--- src/rtl/riscv_pkg.sv ---
// Shared widths, ALU opcodes, forward-select codes and the ID/EX register layout
// for the operand stage.
package riscv_pkg;

  localparam int XLEN   = 32;
  localparam int REG_AW = 5;

  localparam logic [3:0] ALU_ADD = 4'b0000;
  localparam logic [3:0] ALU_SUB = 4'b0001;
  localparam logic [3:0] ALU_AND = 4'b0010;
  localparam logic [3:0] ALU_OR  = 4'b0011;
  localparam logic [3:0] ALU_XOR = 4'b0100;
  localparam logic [3:0] ALU_SLL = 4'b0101;
  localparam logic [3:0] ALU_SRL = 4'b0110;

  typedef enum logic [1:0] {
    FWD_REG   = 2'b00,
    FWD_MEMWB = 2'b01,
    FWD_EXMEM = 2'b10
  } fwd_sel_t;

  // An all-zero value of this struct is a bubble (op = ALU_ADD, no side effects).
  typedef struct packed {
    logic              valid;
    logic [3:0]        alu_op;
    logic              alu_src;
    logic              mem_read;
    logic              reg_write;
    logic [REG_AW-1:0] rs1_addr;
    logic [REG_AW-1:0] rs2_addr;
    logic [REG_AW-1:0] rd_addr;
    logic [XLEN-1:0]   rs1_data;
    logic [XLEN-1:0]   rs2_data;
    logic [XLEN-1:0]   imm;
  } ex_reg_t;

endpackage

--- src/rtl/id_ex_operand_stage_if.sv ---
// ID/EX operand-stage bus: decoded ID fields, bypass sources and EX-side outputs.
// master = surrounding pipeline, slave = the operand stage.
interface id_ex_operand_stage_if;
  import riscv_pkg::*;

  logic              flush_i;
  logic              id_valid_i;
  logic [REG_AW-1:0] id_rs1_addr_i;
  logic [REG_AW-1:0] id_rs2_addr_i;
  logic [REG_AW-1:0] id_rd_addr_i;
  logic [XLEN-1:0]   id_rs1_data_i;
  logic [XLEN-1:0]   id_rs2_data_i;
  logic [XLEN-1:0]   id_imm_i;
  logic [3:0]        id_alu_op_i;
  logic              id_alu_src_i;
  logic              id_mem_read_i;
  logic              id_reg_write_i;
  logic              exmem_reg_write_i;
  logic [REG_AW-1:0] exmem_rd_addr_i;
  logic [XLEN-1:0]   exmem_alu_result_i;
  logic              memwb_reg_write_i;
  logic [REG_AW-1:0] memwb_rd_addr_i;
  logic [XLEN-1:0]   memwb_wb_data_i;

  logic              stall_o;
  logic              ex_valid_o;
  logic [3:0]        ex_alu_op_o;
  logic [XLEN-1:0]   ex_a_o;
  logic [XLEN-1:0]   ex_b_o;
  logic [XLEN-1:0]   ex_store_data_o;
  logic [REG_AW-1:0] ex_rd_addr_o;
  logic              ex_mem_read_o;
  logic              ex_reg_write_o;

  modport master (
    output flush_i, id_valid_i, id_rs1_addr_i, id_rs2_addr_i, id_rd_addr_i,
           id_rs1_data_i, id_rs2_data_i, id_imm_i, id_alu_op_i, id_alu_src_i,
           id_mem_read_i, id_reg_write_i, exmem_reg_write_i, exmem_rd_addr_i,
           exmem_alu_result_i, memwb_reg_write_i, memwb_rd_addr_i, memwb_wb_data_i,
    input  stall_o, ex_valid_o, ex_alu_op_o, ex_a_o, ex_b_o, ex_store_data_o,
           ex_rd_addr_o, ex_mem_read_o, ex_reg_write_o
  );

  modport slave (
    input  flush_i, id_valid_i, id_rs1_addr_i, id_rs2_addr_i, id_rd_addr_i,
           id_rs1_data_i, id_rs2_data_i, id_imm_i, id_alu_op_i, id_alu_src_i,
           id_mem_read_i, id_reg_write_i, exmem_reg_write_i, exmem_rd_addr_i,
           exmem_alu_result_i, memwb_reg_write_i, memwb_rd_addr_i, memwb_wb_data_i,
    output stall_o, ex_valid_o, ex_alu_op_o, ex_a_o, ex_b_o, ex_store_data_o,
           ex_rd_addr_o, ex_mem_read_o, ex_reg_write_o
  );

endinterface

--- src/rtl/forward_unit.sv ---
// Bypass select for one ALU source: EX/MEM beats MEM/WB beats the registered read.
// With EN = 0 the registered read data always passes through.
module forward_unit
  import riscv_pkg::*;
#(
  parameter bit EN = 1'b1
) (
  input  logic [REG_AW-1:0] rs_addr,
  input  logic [XLEN-1:0]   rs_data,
  input  logic              exmem_reg_write,
  input  logic [REG_AW-1:0] exmem_rd_addr,
  input  logic [XLEN-1:0]   exmem_data,
  input  logic              memwb_reg_write,
  input  logic [REG_AW-1:0] memwb_rd_addr,
  input  logic [XLEN-1:0]   memwb_data,
  output logic [XLEN-1:0]   data
);

  fwd_sel_t sel;

  // NOTE: every always_comb output gets a default first, so no path can infer a latch.
  always_comb begin
    sel = FWD_REG;
    if (EN && rs_addr != '0) begin
      if (exmem_reg_write && exmem_rd_addr == rs_addr) begin
        sel = FWD_EXMEM;
      end else if (memwb_reg_write && memwb_rd_addr == rs_addr) begin
        sel = FWD_MEMWB;
      end
    end
  end

  always_comb begin
    data = rs_data;
    case (sel)
      FWD_EXMEM: data = exmem_data;
      FWD_MEMWB: data = memwb_data;
      default:   data = rs_data;
    endcase
  end

endmodule

--- src/rtl/id_ex_operand_stage.sv ---
// ID/EX pipeline register with operand forwarding, load-use stall and flush bubbles.
// Define FWD_EN to enable bypassing; otherwise RAW hazards on EX and EX/MEM stall.
module id_ex_operand_stage
  import riscv_pkg::*;
(
  input logic                  clk,
  input logic                  reset,
  id_ex_operand_stage_if.slave bus
);

`ifdef FWD_EN
  localparam bit FWD_ON = 1'b1;
`else
  localparam bit FWD_ON = 1'b0;
`endif

  ex_reg_t         ex_q;
  ex_reg_t         ex_d;
  logic            load_use;
  logic            dep_stall;
  logic            stall;
  logic [XLEN-1:0] rs1_fwd;
  logic [XLEN-1:0] rs2_fwd;

  always_comb begin
    ex_d           = '0;
    ex_d.valid     = bus.id_valid_i;
    ex_d.alu_op    = bus.id_alu_op_i;
    ex_d.alu_src   = bus.id_alu_src_i;
    ex_d.mem_read  = bus.id_mem_read_i;
    ex_d.reg_write = bus.id_reg_write_i;
    ex_d.rs1_addr  = bus.id_rs1_addr_i;
    ex_d.rs2_addr  = bus.id_rs2_addr_i;
    ex_d.rd_addr   = bus.id_rd_addr_i;
    ex_d.rs1_data  = bus.id_rs1_data_i;
    ex_d.rs2_data  = bus.id_rs2_data_i;
    ex_d.imm       = bus.id_imm_i;
  end

  assign load_use = ex_q.valid && ex_q.mem_read && (ex_q.rd_addr != '0) && bus.id_valid_i &&
                    ((ex_q.rd_addr == bus.id_rs1_addr_i) || (ex_q.rd_addr == bus.id_rs2_addr_i));

`ifdef FWD_EN
  assign dep_stall = 1'b0;
`else
  // Without bypassing, a source still in flight in EX or EX/MEM must wait for write-back.
  logic rs1_busy;
  logic rs2_busy;
  assign rs1_busy = (bus.id_rs1_addr_i != '0) &&
                    ((ex_q.valid && ex_q.reg_write && ex_q.rd_addr == bus.id_rs1_addr_i) ||
                     (bus.exmem_reg_write_i && bus.exmem_rd_addr_i == bus.id_rs1_addr_i));
  assign rs2_busy = (bus.id_rs2_addr_i != '0) &&
                    ((ex_q.valid && ex_q.reg_write && ex_q.rd_addr == bus.id_rs2_addr_i) ||
                     (bus.exmem_reg_write_i && bus.exmem_rd_addr_i == bus.id_rs2_addr_i));
  assign dep_stall = bus.id_valid_i && (rs1_busy || rs2_busy);
`endif

  // A flush kills the ID instruction anyway, so holding it would be pointless.
  assign stall = !bus.flush_i && (load_use || dep_stall);

  // NOTE: sequential state uses non-blocking assignments so every flop samples pre-edge values.
  always_ff @(posedge clk) begin
    if (reset || bus.flush_i || stall) begin
      ex_q <= '0;
    end else begin
      ex_q <= ex_d;
    end
  end

  forward_unit #(.EN(FWD_ON)) u_fwd_rs1 (
    .rs_addr         (ex_q.rs1_addr),
    .rs_data         (ex_q.rs1_data),
    .exmem_reg_write (bus.exmem_reg_write_i),
    .exmem_rd_addr   (bus.exmem_rd_addr_i),
    .exmem_data      (bus.exmem_alu_result_i),
    .memwb_reg_write (bus.memwb_reg_write_i),
    .memwb_rd_addr   (bus.memwb_rd_addr_i),
    .memwb_data      (bus.memwb_wb_data_i),
    .data            (rs1_fwd)
  );

  forward_unit #(.EN(FWD_ON)) u_fwd_rs2 (
    .rs_addr         (ex_q.rs2_addr),
    .rs_data         (ex_q.rs2_data),
    .exmem_reg_write (bus.exmem_reg_write_i),
    .exmem_rd_addr   (bus.exmem_rd_addr_i),
    .exmem_data      (bus.exmem_alu_result_i),
    .memwb_reg_write (bus.memwb_reg_write_i),
    .memwb_rd_addr   (bus.memwb_rd_addr_i),
    .memwb_data      (bus.memwb_wb_data_i),
    .data            (rs2_fwd)
  );

  assign bus.stall_o         = stall;
  assign bus.ex_valid_o      = ex_q.valid;
  assign bus.ex_alu_op_o     = ex_q.alu_op;
  assign bus.ex_a_o          = rs1_fwd;
  assign bus.ex_b_o          = ex_q.alu_src ? ex_q.imm : rs2_fwd;
  assign bus.ex_store_data_o = rs2_fwd;
  assign bus.ex_rd_addr_o    = ex_q.rd_addr;
  assign bus.ex_mem_read_o   = ex_q.mem_read;
  assign bus.ex_reg_write_o  = ex_q.reg_write;

endmodule

--- src/flat_wrapper.sv ---
// flat-port wrapper written by rule: the top's interface ports become plain ports
module id_ex_operand_stage_flat import riscv_pkg::*;
  (clk, reset, bus_flush_i, bus_id_valid_i, bus_id_rs1_addr_i, bus_id_rs2_addr_i, bus_id_rd_addr_i, bus_id_rs1_data_i, bus_id_rs2_data_i, bus_id_imm_i, bus_id_alu_op_i, bus_id_alu_src_i, bus_id_mem_read_i, bus_id_reg_write_i, bus_exmem_reg_write_i, bus_exmem_rd_addr_i, bus_exmem_alu_result_i, bus_memwb_reg_write_i, bus_memwb_rd_addr_i, bus_memwb_wb_data_i, bus_stall_o, bus_ex_valid_o, bus_ex_alu_op_o, bus_ex_a_o, bus_ex_b_o, bus_ex_store_data_o, bus_ex_rd_addr_o, bus_ex_mem_read_o, bus_ex_reg_write_o);
  id_ex_operand_stage_if bus_i ();
  input logic clk;
  input logic reset;
  input wire logic [$bits(bus_i.flush_i)-1:0] bus_flush_i;
  input wire logic [$bits(bus_i.id_valid_i)-1:0] bus_id_valid_i;
  input wire logic [$bits(bus_i.id_rs1_addr_i)-1:0] bus_id_rs1_addr_i;
  input wire logic [$bits(bus_i.id_rs2_addr_i)-1:0] bus_id_rs2_addr_i;
  input wire logic [$bits(bus_i.id_rd_addr_i)-1:0] bus_id_rd_addr_i;
  input wire logic [$bits(bus_i.id_rs1_data_i)-1:0] bus_id_rs1_data_i;
  input wire logic [$bits(bus_i.id_rs2_data_i)-1:0] bus_id_rs2_data_i;
  input wire logic [$bits(bus_i.id_imm_i)-1:0] bus_id_imm_i;
  input wire logic [$bits(bus_i.id_alu_op_i)-1:0] bus_id_alu_op_i;
  input wire logic [$bits(bus_i.id_alu_src_i)-1:0] bus_id_alu_src_i;
  input wire logic [$bits(bus_i.id_mem_read_i)-1:0] bus_id_mem_read_i;
  input wire logic [$bits(bus_i.id_reg_write_i)-1:0] bus_id_reg_write_i;
  input wire logic [$bits(bus_i.exmem_reg_write_i)-1:0] bus_exmem_reg_write_i;
  input wire logic [$bits(bus_i.exmem_rd_addr_i)-1:0] bus_exmem_rd_addr_i;
  input wire logic [$bits(bus_i.exmem_alu_result_i)-1:0] bus_exmem_alu_result_i;
  input wire logic [$bits(bus_i.memwb_reg_write_i)-1:0] bus_memwb_reg_write_i;
  input wire logic [$bits(bus_i.memwb_rd_addr_i)-1:0] bus_memwb_rd_addr_i;
  input wire logic [$bits(bus_i.memwb_wb_data_i)-1:0] bus_memwb_wb_data_i;
  output wire logic [$bits(bus_i.stall_o)-1:0] bus_stall_o;
  output wire logic [$bits(bus_i.ex_valid_o)-1:0] bus_ex_valid_o;
  output wire logic [$bits(bus_i.ex_alu_op_o)-1:0] bus_ex_alu_op_o;
  output wire logic [$bits(bus_i.ex_a_o)-1:0] bus_ex_a_o;
  output wire logic [$bits(bus_i.ex_b_o)-1:0] bus_ex_b_o;
  output wire logic [$bits(bus_i.ex_store_data_o)-1:0] bus_ex_store_data_o;
  output wire logic [$bits(bus_i.ex_rd_addr_o)-1:0] bus_ex_rd_addr_o;
  output wire logic [$bits(bus_i.ex_mem_read_o)-1:0] bus_ex_mem_read_o;
  output wire logic [$bits(bus_i.ex_reg_write_o)-1:0] bus_ex_reg_write_o;
  assign bus_i.flush_i = bus_flush_i;
  assign bus_i.id_valid_i = bus_id_valid_i;
  assign bus_i.id_rs1_addr_i = bus_id_rs1_addr_i;
  assign bus_i.id_rs2_addr_i = bus_id_rs2_addr_i;
  assign bus_i.id_rd_addr_i = bus_id_rd_addr_i;
  assign bus_i.id_rs1_data_i = bus_id_rs1_data_i;
  assign bus_i.id_rs2_data_i = bus_id_rs2_data_i;
  assign bus_i.id_imm_i = bus_id_imm_i;
  assign bus_i.id_alu_op_i = bus_id_alu_op_i;
  assign bus_i.id_alu_src_i = bus_id_alu_src_i;
  assign bus_i.id_mem_read_i = bus_id_mem_read_i;
  assign bus_i.id_reg_write_i = bus_id_reg_write_i;
  assign bus_i.exmem_reg_write_i = bus_exmem_reg_write_i;
  assign bus_i.exmem_rd_addr_i = bus_exmem_rd_addr_i;
  assign bus_i.exmem_alu_result_i = bus_exmem_alu_result_i;
  assign bus_i.memwb_reg_write_i = bus_memwb_reg_write_i;
  assign bus_i.memwb_rd_addr_i = bus_memwb_rd_addr_i;
  assign bus_i.memwb_wb_data_i = bus_memwb_wb_data_i;
  assign bus_stall_o = bus_i.stall_o;
  assign bus_ex_valid_o = bus_i.ex_valid_o;
  assign bus_ex_alu_op_o = bus_i.ex_alu_op_o;
  assign bus_ex_a_o = bus_i.ex_a_o;
  assign bus_ex_b_o = bus_i.ex_b_o;
  assign bus_ex_store_data_o = bus_i.ex_store_data_o;
  assign bus_ex_rd_addr_o = bus_i.ex_rd_addr_o;
  assign bus_ex_mem_read_o = bus_i.ex_mem_read_o;
  assign bus_ex_reg_write_o = bus_i.ex_reg_write_o;
  id_ex_operand_stage u_core (.clk(clk), .reset(reset), .bus(bus_i));
endmodule
--- config.mk ---
export PLATFORM = sky130hd
export DESIGN_NAME = id_ex_operand_stage_flat
export DESIGN_NICKNAME = d
export VERILOG_FILES = /design/src/rtl/riscv_pkg.sv /design/src/rtl/id_ex_operand_stage_if.sv /design/src/rtl/forward_unit.sv /design/src/rtl/id_ex_operand_stage.sv /design/src/flat_wrapper.sv
export SDC_FILE = /design/constraint.sdc
export NUM_CORES = 1
export LEC_CHECK = 0
export ABC_AREA = 1
export BUFFER_PORTS_ARGS = -buffer_cell sky130_fd_sc_hd__buf_2
export CORE_ASPECT_RATIO = 1.75
export CORE_MARGIN = 5
export CORE_UTILIZATION = 36
export DETAILED_ROUTE_END_ITERATION = 10
export PLACE_DENSITY_LB_ADDON = 0.25
export SLEW_MARGIN = 10
export SYNTH_ARGS = -nofsm -noshare
export SYNTH_HDL_FRONTEND = slang
export SYNTH_SLANG_ARGS = --single-unit
--- constraint.sdc ---
create_clock -name clk -period 2 [get_ports clk]
set_clock_uncertainty 0.1 [all_clocks]
set_input_delay 0.4 -clock clk [delete_from_list [all_inputs] [get_ports clk]]
set_output_delay 0.4 -clock clk [all_outputs]
set_load 0.05 [all_outputs]
==> impl_metrics.ini, run 1 <==
[yosys]
synthAdderAreaFrac_pct = 0
synth_compound_area_share_pct = 0.8787
syn-num-nets = 740
synth_xor_area_share_pct = 0.7937
synthDistinctLibCells = 21
synth_edf_count = 0
yosys_most_used_dff = dfxtp_1
syn_area_sq_um = 4414
seq_area_frac_synth_pct = 49.43
netlist_instances = 542
syn_area_per_cell_sq_um = 8.144
yosys_register_bits = 109
ys_warn_count = 0
synth-simple-area-share_pct = 15.73
synth_top_family_by_area = buffers and inverters
synthMuxAreaShare_pct = 8.163
async_reset_ff_share_pct = 0

[floorplanning]
fp.dieArea_sq_um = 14660
rows = 53
ioPinCount = 307
die_x_um = 93.71
die_h_um = 156.5
initial_core_util_pct = 36.78
core_sq_um = 12000

[setup_path]
crit_path_frequent_cell = nand2_1
cp_slowest_cell = dfxtp_4
startpoint_type = flip-flop
worstPathRequired_ps = 1500
arrival_ps = 1600
cp-end-kind = primary output
worstPathCellList = inv_2 -> nand2_1 -> nand2_1 -> nor2_2 -> nand4_1 -> nand2_1 -> nand2_1 -> nand3_2 -> nand2_2 -> inv_1 -> buf_6
crit_type = reg -> out
cp_max_fo = 5
critPathMaxStageDelay_ps = 380
rr_worst_depth = 15

[finish]
area_delta_synth_final_pct = 35.63
antenna_cells = 0
final_cells = 887
drive_gt1_share_pct = 43.77
layout.nets = 915

[placement]
place_inst = 861
place_ws_ps = -34.02
port_buffers = 236
gp_congestion = 0.8558
hpwl_mm = 8.692

[flow_run]
maxCapViolCount = 0

[clock_tree]
cts.sinks = 109
cts-root-buf = clkbuf_16
cts_made_buffers = 9
insertion_delay_ps = 330
clk_pin_slew_ps = 70
cts_hold_buf = 0
cts_tree = done
htreeDepth = 3
clockBufferDepth = 2

[run_status]
violations = negative setup slack
status = complete, but fails checks

[drt]
drtIter0Drc = 68
drc = 0
wl_per_cell_um = 13.86
firstDrtPassIters = 6
vias_per_cell = 4.073
vias = 3613
drtAntennaViolNets = 0
routed_wl_mm = 12.29

[power]
ir_drop_v = 0.0004015
power_mw = 4.877
power_density_nw_per_um2 = 814.6
p_leak_nw = 3.544

[sta]
min_period_over_period_pct = 105.2
layout_min_cycle_time_ps = 2104
whs_ps = 162.6
slew_viol_final = 0
slew-limit-headroom_pct = 75.88
setup_viol = 1
rsz0062_at_grt = yes
hold_viol = 0
tns_ps = -104.0
fmax_ghz = 0.4753
fin_ws_ps = -104.0
worst_slew_pin_slew_ps = 360.5

[global_routing]
grt_pass1_vias = 3599
track_usage_pct = 14.72
grt_pass1_wl_mm = 17.03
grt_max_degree = 57
antenna_found_initial = 0
grt_overflow = 0

[worst_hold_path]
hold_class = in -> reg
whs_path_depth = 3
==> state kept, by name (all words and copies together), names as in the netlist <==
name and flops:
u_core.bus.ex_rd_addr_o 5, u_core.bus.ex_valid_o 1, u_core.bus.ex_mem_read_o 1, u_core.ex_q 97, u_core.bus.ex_alu_op_o 4, u_core.bus.ex_reg_write_o 1
==> stage by stage <==
stage                     utilization [%]  area [sq um]
after floorplan                         -          4414
after global placement              43.77          5254
after detailed placement            43.77          5254
after CTS                           46.78          5615
after global routing                49.88          5987
final                               49.88          5987
==> critical path: cells and delay by family (launching register included) <==
kind                   cells  cell delay [ps]
DFF                        1              380
and+or+nand+nor            8              620
buffers and inverters      3              260
==> cells in the final DEF, fill, tap and decap left out, drive strengths merged, types with 2 or more instances in the layout <==
master and count:
o21ai 3, nor3 3, mux2 32, a21oi 3, nor2 120, inv 130, buf 246, clkinv 2
dfxtp 109, xor2 2, clkbuf 16, nand4 2, xnor2 2, nand3 9, nand2 40
==> metal layers <==
metal	up-vias	GRT usage (%)	wire (um)
met5	-	0	0
met4	0	5.510	201
met2	144	28.60	7073
met1	1627	14.14	4062
li1	1830	-	-
met3	12	4.425	952
==> area by class of cell <==
type                            instances  area [sq um]
Inverter                              126         473.0
Clock buffer                           10         229.0
Timing Repair Buffer                  252          1643
Multi-Input combinational cell        219          1185
Sequential cell                       109          2200
Tap cell                              165         206.4
Fill cell                            1193          6016
Clock inverter                          6         51.30
==> synthesized netlist by cell type (2+ instances only) <==
master | count | share of area (%)
xor2_1 | 2 | 0.40
nor2_1 | 120 | 10
inv_1 | 126 | 11
dfxtp_1 | 109 | 49
nor3_1 | 3 | 0.34
a21oi_1 | 3 | 0.34
buf_4 | 73 | 12
buf_1 | 3 | 0.26
nand3_1 | 9 | 1.0
nand2_1 | 39 | 3.3
o21ai_0 | 3 | 0.34
buf_2 | 9 | 1.0
xnor2_1 | 2 | 0.40
buf_6 | 2 | 0.51
nand4_1 | 2 | 0.28
mux2_2 | 32 | 8.2
==> final timing paths <==
check | start | end | slack [ps]
min | bus_id_rd_addr_i[2] | u_core.bus.ex_rd_addr_o[2] | 160
min reg2reg | u_core.bus.ex_mem_read_o | u_core.ex_q[33] | 1160
max reg2reg | u_core.bus.ex_rd_addr_o[3] | u_core.ex_q[63] | 100
max | u_core.bus.ex_rd_addr_o[3] | bus_stall_o | -100
==> timing repair <==
item | 4_1_cts | 5_1_grt
gates resized for setup | 22 | 77
cloned | 1 | 7
pin swaps | 11 | 1
setup buffers | 2 | 1
setup endpoints to repair | 33 | 134
==> kinds of logic (layout without fill, tap and decap cells) <==
| logic type | Yosys count | in the layout |
|---|---|---|
| AND/OR/NAND/NOR | 176 | 176 |
| buffers and inverters | 214 | 394 |
| AO/OA/AOI/OAI | 7 | 7 |
| flip-flops | 109 | 109 |
| XOR/XNOR | 4 | 4 |
| multiplexers | 32 | 32 |
==> power by group <==
group / internal [mW] / total [mW] / switching [mW]
combinational: 0.321 / 0.903 / 0.581
clock: 0.869 / 1.68 / 0.814
sequential: 2.26 / 2.29 / 0.0358
Power figures use the tool's default switching activity.
==> run 2, diff against run 1 <==
--- a/config.mk
+++ b/config.mk
@@ -12,6 +12,7 @@
 export CORE_UTILIZATION = 36
 export DETAILED_ROUTE_END_ITERATION = 10
 export PLACE_DENSITY_LB_ADDON = 0.25
+export RECOVER_POWER = 25
 export SLEW_MARGIN = 10
 export SYNTH_ARGS = -nofsm -noshare
 export SYNTH_HDL_FRONTEND = slang
==> impl_metrics.ini, run 2 (synthesized netlist as in run 1, its figures left out) <==
[run_status]
status = complete, but fails checks
violations = negative setup slack

[sta]
fin_ws_ps = -104.0
min_period_over_period_pct = 105.2
hold_viol = 0
slew-limit-headroom_pct = 55.89
worst_slew_pin_slew_ps = 664.4
slew_viol_final = 0
layout_min_cycle_time_ps = 2104
rsz0062_at_grt = yes
fmax_ghz = 0.4753
setup_viol = 1

[finish]
final_cells = 887
largest_register_ffs = 97
antenna_cells = 0
drive_gt1_share_pct = 37.12
fillers = 1218
final_cell_mix = buf_2, inv_1, nor2_1
final_common_cell = buf_2
area_delta_synth_final_pct = 34.27
layout.nets = 915
regMostFlops = u_core.ex_q

[setup_path]
crit_path_frequent_cell = nand2_1
arrival_ps = 1600
critPathMaxStageDelay_ps = 380
cp_slowest_cell = dfxtp_4
cp_max_fo = 5
crit_buf_inv = 3
worstPathCellList = inv_2 -> nand2_1 -> nand2_1 -> nor2_2 -> nand4_1 -> nand2_1 -> nand2_1 -> nand3_2 -> nand2_2 -> inv_1 -> buf_6
r2r_start = u_core.bus.ex_rd_addr_o[3]
cp-end-kind = primary output
path_delay_family = simple AND/OR/NAND/NOR gates
startpoint_type = flip-flop
worstPathRequired_ps = 1500
crit_type = reg -> out
startpoint = u_core.bus.ex_rd_addr_o[3]

[drt]
wl_per_cell_um = 13.93
firstDrtPassIters = 6
routed_wl_mm = 12.35
drtAntennaViolNets = 0
vias_per_cell = 4.077
drtIter0Drc = 69
drc = 0
vias = 3616

[clock_tree]
cts.sinks = 109
insertion_delay_ps = 330
clk_pin_slew_ps = 70
cts_made_buffers = 9
cts_hold_buf = 0
cts_tree = done
clockBufferDepth = 2
cts-root-buf = clkbuf_16
htreeDepth = 3

[floorplanning]
initial_core_util_pct = 36.78
rows = 53
core_sq_um = 12000
fp.dieArea_sq_um = 14660
ioPinCount = 307
die_x_um = 93.71
die_h_um = 156.5

[global_routing]
antenna_found_initial = 0
track_usage_pct = 14.72
grt_max_degree = 57
grt_pass1_wl_mm = 17.03
grt_overflow = 0
grt_pass1_vias = 3599

[power]
swShare_pct = 29.47
seq_power_share_pct = 47.1
ir_drop_v = 0.0004014
combPwrFrac_pct = 18.3
p_sw_mw = 1.435
power_mw = 4.870
power_frac_clock_pct = 34.6
power_density_nw_per_um2 = 821.7
p_int_mw = 3.435
p_leak_nw = 3.352

[placement]
hpwl_mm = 8.692
port_buffers = 236
gp_congestion = 0.8558
place_inst = 861

[worst_hold_path]
hold_class = in -> reg
min_from = bus_id_rd_addr_i[2]

[flow_run]
maxCapViolCount = 0
==> run 2: cell count changes in the layout (fill, tap and decap cells not counted) <==
| cell | before | now |
|---|---|---|
| clkbuf_1 | 1 | 49 |
| buf_2 | 217 | 169 |
==> run 2: worst min-delay path, delay by kind of cell <==
kind                   cells  cell delay, ps
buffers and inverters      2             140
AND/OR/NAND/NOR            1              30
==> run 2: what timing repair did <==
action	4_1_cts	5_1_grt
gates resized for setup	22	77
buffers inserted	2	1
endpoints found under the hold margin	0	0
cloned	1	7
pin swaps	11	1
setup endpoints to repair	33	134
==> run 2: layout make-up <==
cell class                 instances  area [sq um]  share of cell area [%]
timing repair buffer             252          1583                   26.70
clock inverter                     6         51.30                  0.8655
multi-input combinational        219          1185                   19.99
tap                              165         206.4                   3.483
sequential                       109          2200                   37.11
clock buffer                      10         229.0                   3.863
inverter                         126         473.0                   7.980
==> run 2: power by group through the flow <==
| stage | clock network [mW] | registers [mW] | logic [mW] |
|---|---|---|---|
| global route | 1.84 | 2.30 | 0.960 |
| finish | 1.68 | 2.29 | 0.892 |
| detailed placement | 0 | 2.34 | 0.809 |
| floorplan | 0 | 2.34 | 0.618 |
| CTS | 1.75 | 2.29 | 0.821 |
| global placement | 0 | 2.34 | 0.802 |
==> run 2: through the flow <==
step	instance area (sq um)	TNS (ps)	utilization [%]	worst slack, ps	hold slack [ps]
floorplan	4414	0	-	45.20	412.2
global placement	5254	-592.1	43.77	-46.62	510.6
detailed placement	5254	-400.9	43.77	-34.02	518.2
CTS	5615	-614.0	46.78	-124.6	146.0
global route	5927	-703.4	49.38	-198.0	153.2
finish	5927	-104.0	49.38	-104.0	162.6
==> run 2: worst paths after layout <==
kind,endpoint,slack (ps),depth (start not counted)
setup / recovery,bus_stall_o,-100,11
hold / removal,u_core.bus.ex_rd_addr_o[2],160,3
setup reg to reg,u_core.ex_q[63],100,15
hold reg to reg,u_core.ex_q[33],1160,10
==> run 2: routing by layer <==
metal	track usage (%)	vias to the layer above	part of all wire [%]
met2	28.60	146	57
li1	-	1830	-
met5	0	-	0
met4	5.510	0	1.6
met1	14.14	1628	33
met3	4.425	12	7.9
